## config.mk

```make
export PLATFORM = sky130hd
export DESIGN_NAME = clock_disp_scan
export DESIGN_NICKNAME = d
export VERILOG_FILES = /design/src/rtl/clock_disp_pkg.sv /design/src/rtl/bcd_to_seg7.sv /design/src/rtl/clock_disp_scan.sv
export SDC_FILE = /design/constraint.sdc
export NUM_CORES = 1
export LEC_CHECK = 0
export ABC_AREA = 1
export BUFFER_PORTS_ARGS = -buffer_cell sky130_fd_sc_hd__buf_2
export CORE_UTILIZATION = 40
export DETAILED_ROUTE_END_ITERATION = 16
export HOLD_SLACK_MARGIN = 0.08
export PLACE_DENSITY_LB_ADDON = 0.3
export SYNTH_ARGS = -nofsm -noshare
export SYNTH_HDL_FRONTEND = slang
export SYNTH_SLANG_ARGS = --single-unit
export TNS_END_PERCENT = 50
```

## constraint.sdc

```tcl
create_clock -name clk -period 2.25 [get_ports clk]
set_input_delay 0.1125 -clock clk [delete_from_list [all_inputs] [get_ports clk]]
set_output_delay 0.1125 -clock clk [all_outputs]
set_load 0.02 [all_outputs]
```

## src/rtl/clock_disp_pkg.sv

```systemverilog
// rtl/clock_disp_pkg.sv - shared constants for the clock display scanner
// Seven-segment patterns are {g,f,e,d,c,b,a}, active-high.
// Digit indices follow the scan order: secL is scanned first, hourH last.
package clock_disp_pkg;

    typedef logic [2:0] dig_idx_t;

    localparam logic [6:0] SEG_0    = 7'h3F;
    localparam logic [6:0] SEG_1    = 7'h06;
    localparam logic [6:0] SEG_2    = 7'h5B;
    localparam logic [6:0] SEG_3    = 7'h4F;
    localparam logic [6:0] SEG_4    = 7'h66;
    localparam logic [6:0] SEG_5    = 7'h6D;
    localparam logic [6:0] SEG_6    = 7'h7D;
    localparam logic [6:0] SEG_7    = 7'h07;
    localparam logic [6:0] SEG_8    = 7'h7F;
    localparam logic [6:0] SEG_9    = 7'h6F;
    localparam logic [6:0] SEG_DASH = 7'h40;
    localparam logic [7:0] SEG_OFF  = 8'h00;

    localparam dig_idx_t DIG_SECL  = 3'd0;
    localparam dig_idx_t DIG_SECH  = 3'd1;
    localparam dig_idx_t DIG_MINL  = 3'd2;
    localparam dig_idx_t DIG_MINH  = 3'd3;
    localparam dig_idx_t DIG_HOURL = 3'd4;
    localparam dig_idx_t DIG_HOURH = 3'd5;

    localparam logic [5:0] DIG_OFF = 6'b111111;

endpackage

```

## src/rtl/bcd_to_seg7.sv

```systemverilog
// rtl/bcd_to_seg7.sv - BCD digit to seven-segment pattern decoder
// Ports:
//   i_bcd  in  4  BCD value
//   o_seg  out 7  {g,f,e,d,c,b,a}, active-high; 10-15 decode to a dash so
//                 corrupt counter values stay visible on the display
module bcd_to_seg7
    import clock_disp_pkg::*;
(
    input  logic [3:0] i_bcd,
    output logic [6:0] o_seg
);

    always_comb begin
        o_seg = SEG_DASH;
        case (i_bcd)
            4'd0:    o_seg = SEG_0;
            4'd1:    o_seg = SEG_1;
            4'd2:    o_seg = SEG_2;
            4'd3:    o_seg = SEG_3;
            4'd4:    o_seg = SEG_4;
            4'd5:    o_seg = SEG_5;
            4'd6:    o_seg = SEG_6;
            4'd7:    o_seg = SEG_7;
            4'd8:    o_seg = SEG_8;
            4'd9:    o_seg = SEG_9;
            default: o_seg = SEG_DASH;
        endcase
    end

endmodule

```

## src/rtl/clock_disp_scan.sv

```systemverilog
// rtl/clock_disp_scan.sv - multiplexed 6-digit common-anode display scanner
// Ports:
//   clk, rstn                      clock, asynchronous active-low reset
//   enable                         low = display dark and scan frozen
//   hourH..secL        in  4 each  BCD digits, indices 5..0
//   blink_mask         in  6       bit i set: digit i blinks
//   blank_lead         in  1       suppress a leading zero in hourH
//   dp_en              in  1       decimal points on digits 4 and 2
//   seg                out 8       {dp,g,f,e,d,c,b,a}, active-high
//   dig_sel            out 6       one-hot digit enable, active-low
module clock_disp_scan
    import clock_disp_pkg::*;
#(
    parameter int SCAN_DIV     = 1000,
    parameter int BLINK_FRAMES = 64
) (
    input  logic       clk,
    input  logic       rstn,
    input  logic       enable,
    input  logic [3:0] hourH,
    input  logic [3:0] hourL,
    input  logic [3:0] minH,
    input  logic [3:0] minL,
    input  logic [3:0] secH,
    input  logic [3:0] secL,
    input  logic [5:0] blink_mask,
    input  logic       blank_lead,
    input  logic       dp_en,
    output logic [7:0] seg,
    output logic [5:0] dig_sel
);

    localparam int CNT_W = (SCAN_DIV > 1) ? $clog2(SCAN_DIV) : 1;
    localparam int FR_W  = (BLINK_FRAMES > 1) ? $clog2(BLINK_FRAMES) : 1;
    localparam logic [CNT_W-1:0] CNT_MAX = CNT_W'(SCAN_DIV - 1);
    localparam logic [FR_W-1:0]  FR_MAX  = FR_W'(BLINK_FRAMES - 1);

    logic [CNT_W-1:0] r_cnt;
    dig_idx_t         r_idx;
    logic [FR_W-1:0]  r_frame_cnt;
    logic             r_blink_phase;

    // Frame-wide copies of every display input, so a frame never tears.
    logic [5:0][3:0]  r_snap_dig;
    logic [5:0]       r_snap_mask;
    logic             r_snap_blank_lead;
    logic             r_snap_dp_en;

    logic [7:0]       r_seg;
    logic [5:0]       r_dig_sel;

    logic             w_tick;
    logic             w_frame_end;
    logic [3:0]       w_cur_bcd;
    logic [6:0]       w_seg7;
    logic             w_blank;
    logic             w_dp;

    assign w_tick      = enable && (r_cnt == CNT_MAX);
    assign w_frame_end = w_tick && (r_idx == DIG_HOURH);
    assign w_cur_bcd   = r_snap_dig[r_idx];

    // Blink takes priority over leading-zero suppression; both leave the
    // digit strobe active so scan timing is unchanged.
    assign w_blank = (r_blink_phase && r_snap_mask[r_idx]) ||
                     ((r_idx == DIG_HOURH) && r_snap_blank_lead &&
                      (r_snap_dig[DIG_HOURH] == 4'd0));
    assign w_dp    = r_snap_dp_en && ((r_idx == DIG_HOURL) || (r_idx == DIG_MINL)) && !w_blank;

    bcd_to_seg7 u_dec (
        .i_bcd (w_cur_bcd),
        .o_seg (w_seg7)
    );

    always_ff @(posedge clk or negedge rstn) begin
        if (!rstn) begin
            r_cnt         <= '0;
            r_idx         <= DIG_SECL;
            r_frame_cnt   <= '0;
            r_blink_phase <= 1'b0;
        end else if (enable) begin
            if (w_tick) begin
                r_cnt <= '0;
                r_idx <= (r_idx == DIG_HOURH) ? DIG_SECL : r_idx + 3'd1;
            end else begin
                r_cnt <= r_cnt + 1'b1;
            end
            if (w_frame_end) begin
                if (r_frame_cnt == FR_MAX) begin
                    r_frame_cnt   <= '0;
                    r_blink_phase <= ~r_blink_phase;
                end else begin
                    r_frame_cnt <= r_frame_cnt + 1'b1;
                end
            end
        end
    end

    always_ff @(posedge clk or negedge rstn) begin
        if (!rstn) begin
            r_snap_dig        <= '0;
            r_snap_mask       <= '0;
            r_snap_blank_lead <= 1'b0;
            r_snap_dp_en      <= 1'b0;
        end else if (w_frame_end) begin
            r_snap_dig        <= {hourH, hourL, minH, minL, secH, secL};
            r_snap_mask       <= blink_mask;
            r_snap_blank_lead <= blank_lead;
            r_snap_dp_en      <= dp_en;
        end
    end

    // The first cycle of each slot is dark so the previous digit's
    // segments cannot ghost onto the newly selected anode.
    always_ff @(posedge clk or negedge rstn) begin
        if (!rstn) begin
            r_dig_sel <= DIG_OFF;
            r_seg     <= SEG_OFF;
        end else if (!enable || (r_cnt == '0)) begin
            r_dig_sel <= DIG_OFF;
            r_seg     <= SEG_OFF;
        end else begin
            r_dig_sel <= ~(6'b000001 << r_idx);
            r_seg     <= w_blank ? SEG_OFF : {w_dp, w_seg7};
        end
    end

    assign seg     = r_seg;
    assign dig_sel = r_dig_sel;

endmodule

```

==> summary.md <==
| Metric | Value |
|---|---|
| Result of the run | `complete, no violations` |
| Fraction of synthesized cell area taken by the top area cell type | `between 40% and 50%` |
| Sequential cell area | `approximately 1700 um2` |
| Longest Clk Path Bufs | `2` |
| Detailed-route vias per instance | `4.498` |
| Overall routing resource usage | `between 10% and 20%` |
| Global-route wire length before repair | `between 10,000 and 15,000 um` |
| Power density over the cells | `about 650 nW/um2` |
| Dominant synthesized flop cell | `sky130_fd_sc_hd__dfrtp_1` |
| R2R Path Start | `r_idx[0]` |
| Worst Path Class, Setup | `reg2reg` |
| Final WS setup | `roughly 310 ps` |
| TritonCTS clock tree | `yes` |
| Die X-Extent | `a little over 90 um` |
| Chip Height | `approximately 92 um` |
| Worst slack after detailed placement | `between 300 and 400 ps` |
| Hold slack | `roughly 120 ps` |
| Synth-to-layout area growth | `26.67%` |
| Cells on worst reg2reg path | `13` |
| Sum of routed wire length over all layers | `6704 um` |
| Post-route setup TNS | `0 ps` |
| Worst flop-to-flop path endpoint | `seg[3]` |
| Routability congestion estimate from global placement | `approximately 0.86` |
| End point of the worst hold path | `r_cnt[0]` |
| 1st-pass router iterations | `4` |
| Cell chain of the critical path | `inv_2 > nand2_2 > inv_1 > a22oi_1 > nand2_1 > nand2_1 > nand2_1 > inv_1 > ha_1 > inv_1 > nor2_1 > nor2_1 > nor2_1` |
| Register area share after synthesis | `just over 50%` |
| Post-synthesis cell type count | `31` |
| Worst Setup Start Kind | `register` |
| Post-CTS resize count | `0` |
| Worst setup slack for register-to-register paths | `around 310 ps` |
| Biggest area contributors in the synthesized netlist | `sky130_fd_sc_hd__dfrtp_1, sky130_fd_sc_hd__nand2_1, sky130_fd_sc_hd__dfstp_2` |
| Maximum fanout count along the critical path | `12` |
| Actual transition at the worst max-transition pin | `792.7 ps` |
| Post-synthesis async set-or-reset flop share | `100.0%` |
| Endpoint arrival time on the critical path | `around 2200 ps` |
| Post-Synthesis Net Count | `roughly 450` |
| Mean Syn Cell Area | `7.960 um2` |
| Leftover overflow at the end of global routing | `0` |
| Area taken by multi-input logic gates | `between 1000 and 1500 um2` |
| Clock-pin slew of the registers on the worst-case setup and hold paths | `60 ps` |
| Master cell of the clock root buffer | `sky130_fd_sc_hd__clkbuf_8` |
| Hold Startpoint | `enable` |
| TritonCTS Sinks | `66` |
| Number of antenna violations at the first check in global routing | `0` |
| Setup violations, final | `0` |
| Max stage delay on crit path | `roughly 450 ps` |
| Max-capacitance violation count | `0` |
| Inserted Diodes | `0` |
| Fin util | `52.82%` |
| Synthesis-stage register bit count | `66` |
| Data required time of the critical path | `between 2000 and 3000 ps` |
| Standby leakage power | `between 2 and 2.5 nW` |
| Post-route DRC violation count | `0` |
| Number of fillers in the final layout | `approximately 740` |
| Share of layout cells above drive strength 1 | `around a fifth` |
| Vias in the first global route | `2,669` |
| Initial core utilization | `41.70%` |
| Count of port buffers added during placement | `48` |
| Number of pins with negative max-slew slack in the final report | `0` |
| CORE AREA | `between 7000 and 8000 um2` |
| IR drop worst, VDD | `between 0.2 and 0.3 mV` |
| Number of standard cells after synthesis | `approximately 410` |
| Number of clock buffers inserted by TritonCTS | `9` |
| Synthesized cell area | `3256 um2` |
| Final Hold Vio Count | `0` |
| Yosys synthesis warning count | `0` |
| Number of nets in the final layout | `approximately 540` |
| Worst skew pair latency | `about 340 ps` |
| List of most frequent post-synthesis cells | `sky130_fd_sc_hd__nand2_1, sky130_fd_sc_hd__dfrtp_1, sky130_fd_sc_hd__inv_1` |
| HPWL reported at the end of detailed placement | `approximately 4700 um` |
| Tcrit/Tclk final | `a little under nine tenths` |
| Average wire per cell in the routed design | `approximately 11 um` |
| Maximum level of the CTS H-tree | `3` |
| Die footprint | `around 8500 um2` |
| Maximum number of pins on one net before global-route repair | `67` |
| Post-detailed-route count of antenna-violating nets | `0` |
| Slew headroom | `roughly 47%` |
| Num rows | `32` |
| CP max stage cell | `sky130_fd_sc_hd__dfrtp_1` |
| Most frequent cell after synthesis | `sky130_fd_sc_hd__nand2_1` |
| Crit end category | `register` |
| Initial detailed-routing violation count | `83` |
| Worst Clk Skew | `around 6.2 ps` |
| Minimum period implied by the final worst setup slack | `approximately 1900 ps` |
| Hold Crit Depth | `2` |
| Worst min-delay path class | `in2reg` |
| IO Pins | `just under 50` |
| Maximum frequency from static timing analysis | `just over 500 MHz` |
| Post-synth EDFFs | `0` |
| RSZ-0062 raised after global routing | `false` |
| Total vias in the final route | `~2,700` |
| Dominant cell type by area after synthesis | `sky130_fd_sc_hd__dfrtp_1` |
[report_power, final]
group / switching (mW) / internal, mW / total, mW
sequential: 0.0870 / 1.28 / 1.37
clock: 0.408 / 0.560 / 0.969
combinational: 0.194 / 0.142 / 0.336
[worst max path at each step]
stage | start | end | cells after the start
after floorplan | r_idx[0] | seg[3] | 13
after global placement | r_idx[0] | seg[3] | 13
after detailed placement | r_idx[0] | seg[3] | 13
after CTS | r_idx[0] | seg[3] | 13
after global routing | r_idx[1] | seg[2] | 12
final | r_idx[0] | seg[3] | 13
[metrics by stage]
step                      total power [mW]  cell area [um2]  cells
after global placement               1.670             3601    554
after CTS                            2.704             4124    601
after floorplan                      1.563             3256    409
after detailed placement             1.678             3601    554
after global routing                 2.818             4124    601
final                                2.670             4124    601
[routing by layer]
layer | GRT usage, % | part of all wire [%] | wire length, um | vias to the layer above
met1 | 22.95 | 49 | 3292 | 1206
met2 | 28.36 | 45 | 3010 | 55
met4 | 5.599 | 1.8 | 121 | 0
met3 | 5.390 | 4.2 | 279 | 11
met5 | 0 | 0 | 0 | -
li1 | - | - | - | 1431
[state kept, by name (all words and copies together), names as in the netlist]
name	count
r_snap_dig	24
r_cnt	10
seg	8
dig_sel	6
r_frame_cnt	6
r_snap_mask	6
r_idx	3
r_blink_phase	1
r_snap_blank_lead	1
r_snap_dp_en	1
[cell usage in the layout, fill, tap and decap left out, types with 2 or more instances in the layout]
cell                            instances
sky130_fd_sc_hd__inv_1                 31
sky130_fd_sc_hd__nor2_1                25
sky130_fd_sc_hd__xor2_1                 2
sky130_fd_sc_hd__xnor2_1                4
sky130_fd_sc_hd__o21ai_0                8
sky130_fd_sc_hd__a211oi_1               2
sky130_fd_sc_hd__clkbuf_8              11
sky130_fd_sc_hd__nor2_4                 2
sky130_fd_sc_hd__dlygate4sd3_1         33
sky130_fd_sc_hd__nand2_1              191
sky130_fd_sc_hd__dfrtp_1               60
sky130_fd_sc_hd__a21oi_1                7
sky130_fd_sc_hd__inv_2                  6
sky130_fd_sc_hd__nand3_1               16
sky130_fd_sc_hd__nand4_1                2
sky130_fd_sc_hd__a21oi_2                2
sky130_fd_sc_hd__dfstp_2                6
sky130_fd_sc_hd__nand2_2                7
sky130_fd_sc_hd__buf_2                 48
sky130_fd_sc_hd__ha_1                  10
sky130_fd_sc_hd__a22oi_1                3
sky130_fd_sc_hd__nand3b_1               2
sky130_fd_sc_hd__buf_4                  6
sky130_fd_sc_hd__nor3_1                 5
[cells by family (layout without fill, tap and decap cells)]
family,after synthesis,in the layout,synth area share (%)
AO/OA/AOI/OAI,25,25,4.958
XOR/XNOR,6,6,1.614
adder cells (fa/ha/maj),10,10,3.843
buffers and inverters,49,139,6.533
flip-flops,66,66,50.96
AND/OR/NAND/NOR,253,253,32.09
[cell type report]
| class | count | area share [%] |
|---|---|---|
| flip-flops and latches | 66 | 40.23 |
| clock inverters | 2 | 0.9102 |
| clock buffers | 12 | 3.762 |
| inverters | 38 | 3.519 |
| multi-input cells | 294 | 33.56 |
| repair buffers | 87 | 14.93 |
| well taps | 102 | 3.095 |
[repair_timing]
action | 4_1_cts | 5_1_grt
endpoints found under the hold margin | 92 | 0
buffers inserted | 0 | 0
setup endpoints to repair | 0 | 0
hold buffers | 33 | 0
[critical path, delay by kind of cell (launching register included)]
family / cells / cell delay, ps
buffers and inverters: 4 / 450
AND/OR/NAND/NOR: 7 / 620
flip-flops: 1 / 450
AO/OA/AOI/OAI: 1 / 70
adder cells (fa/ha/maj): 1 / 280
Note: power is estimated with default switching activity, not from simulation.
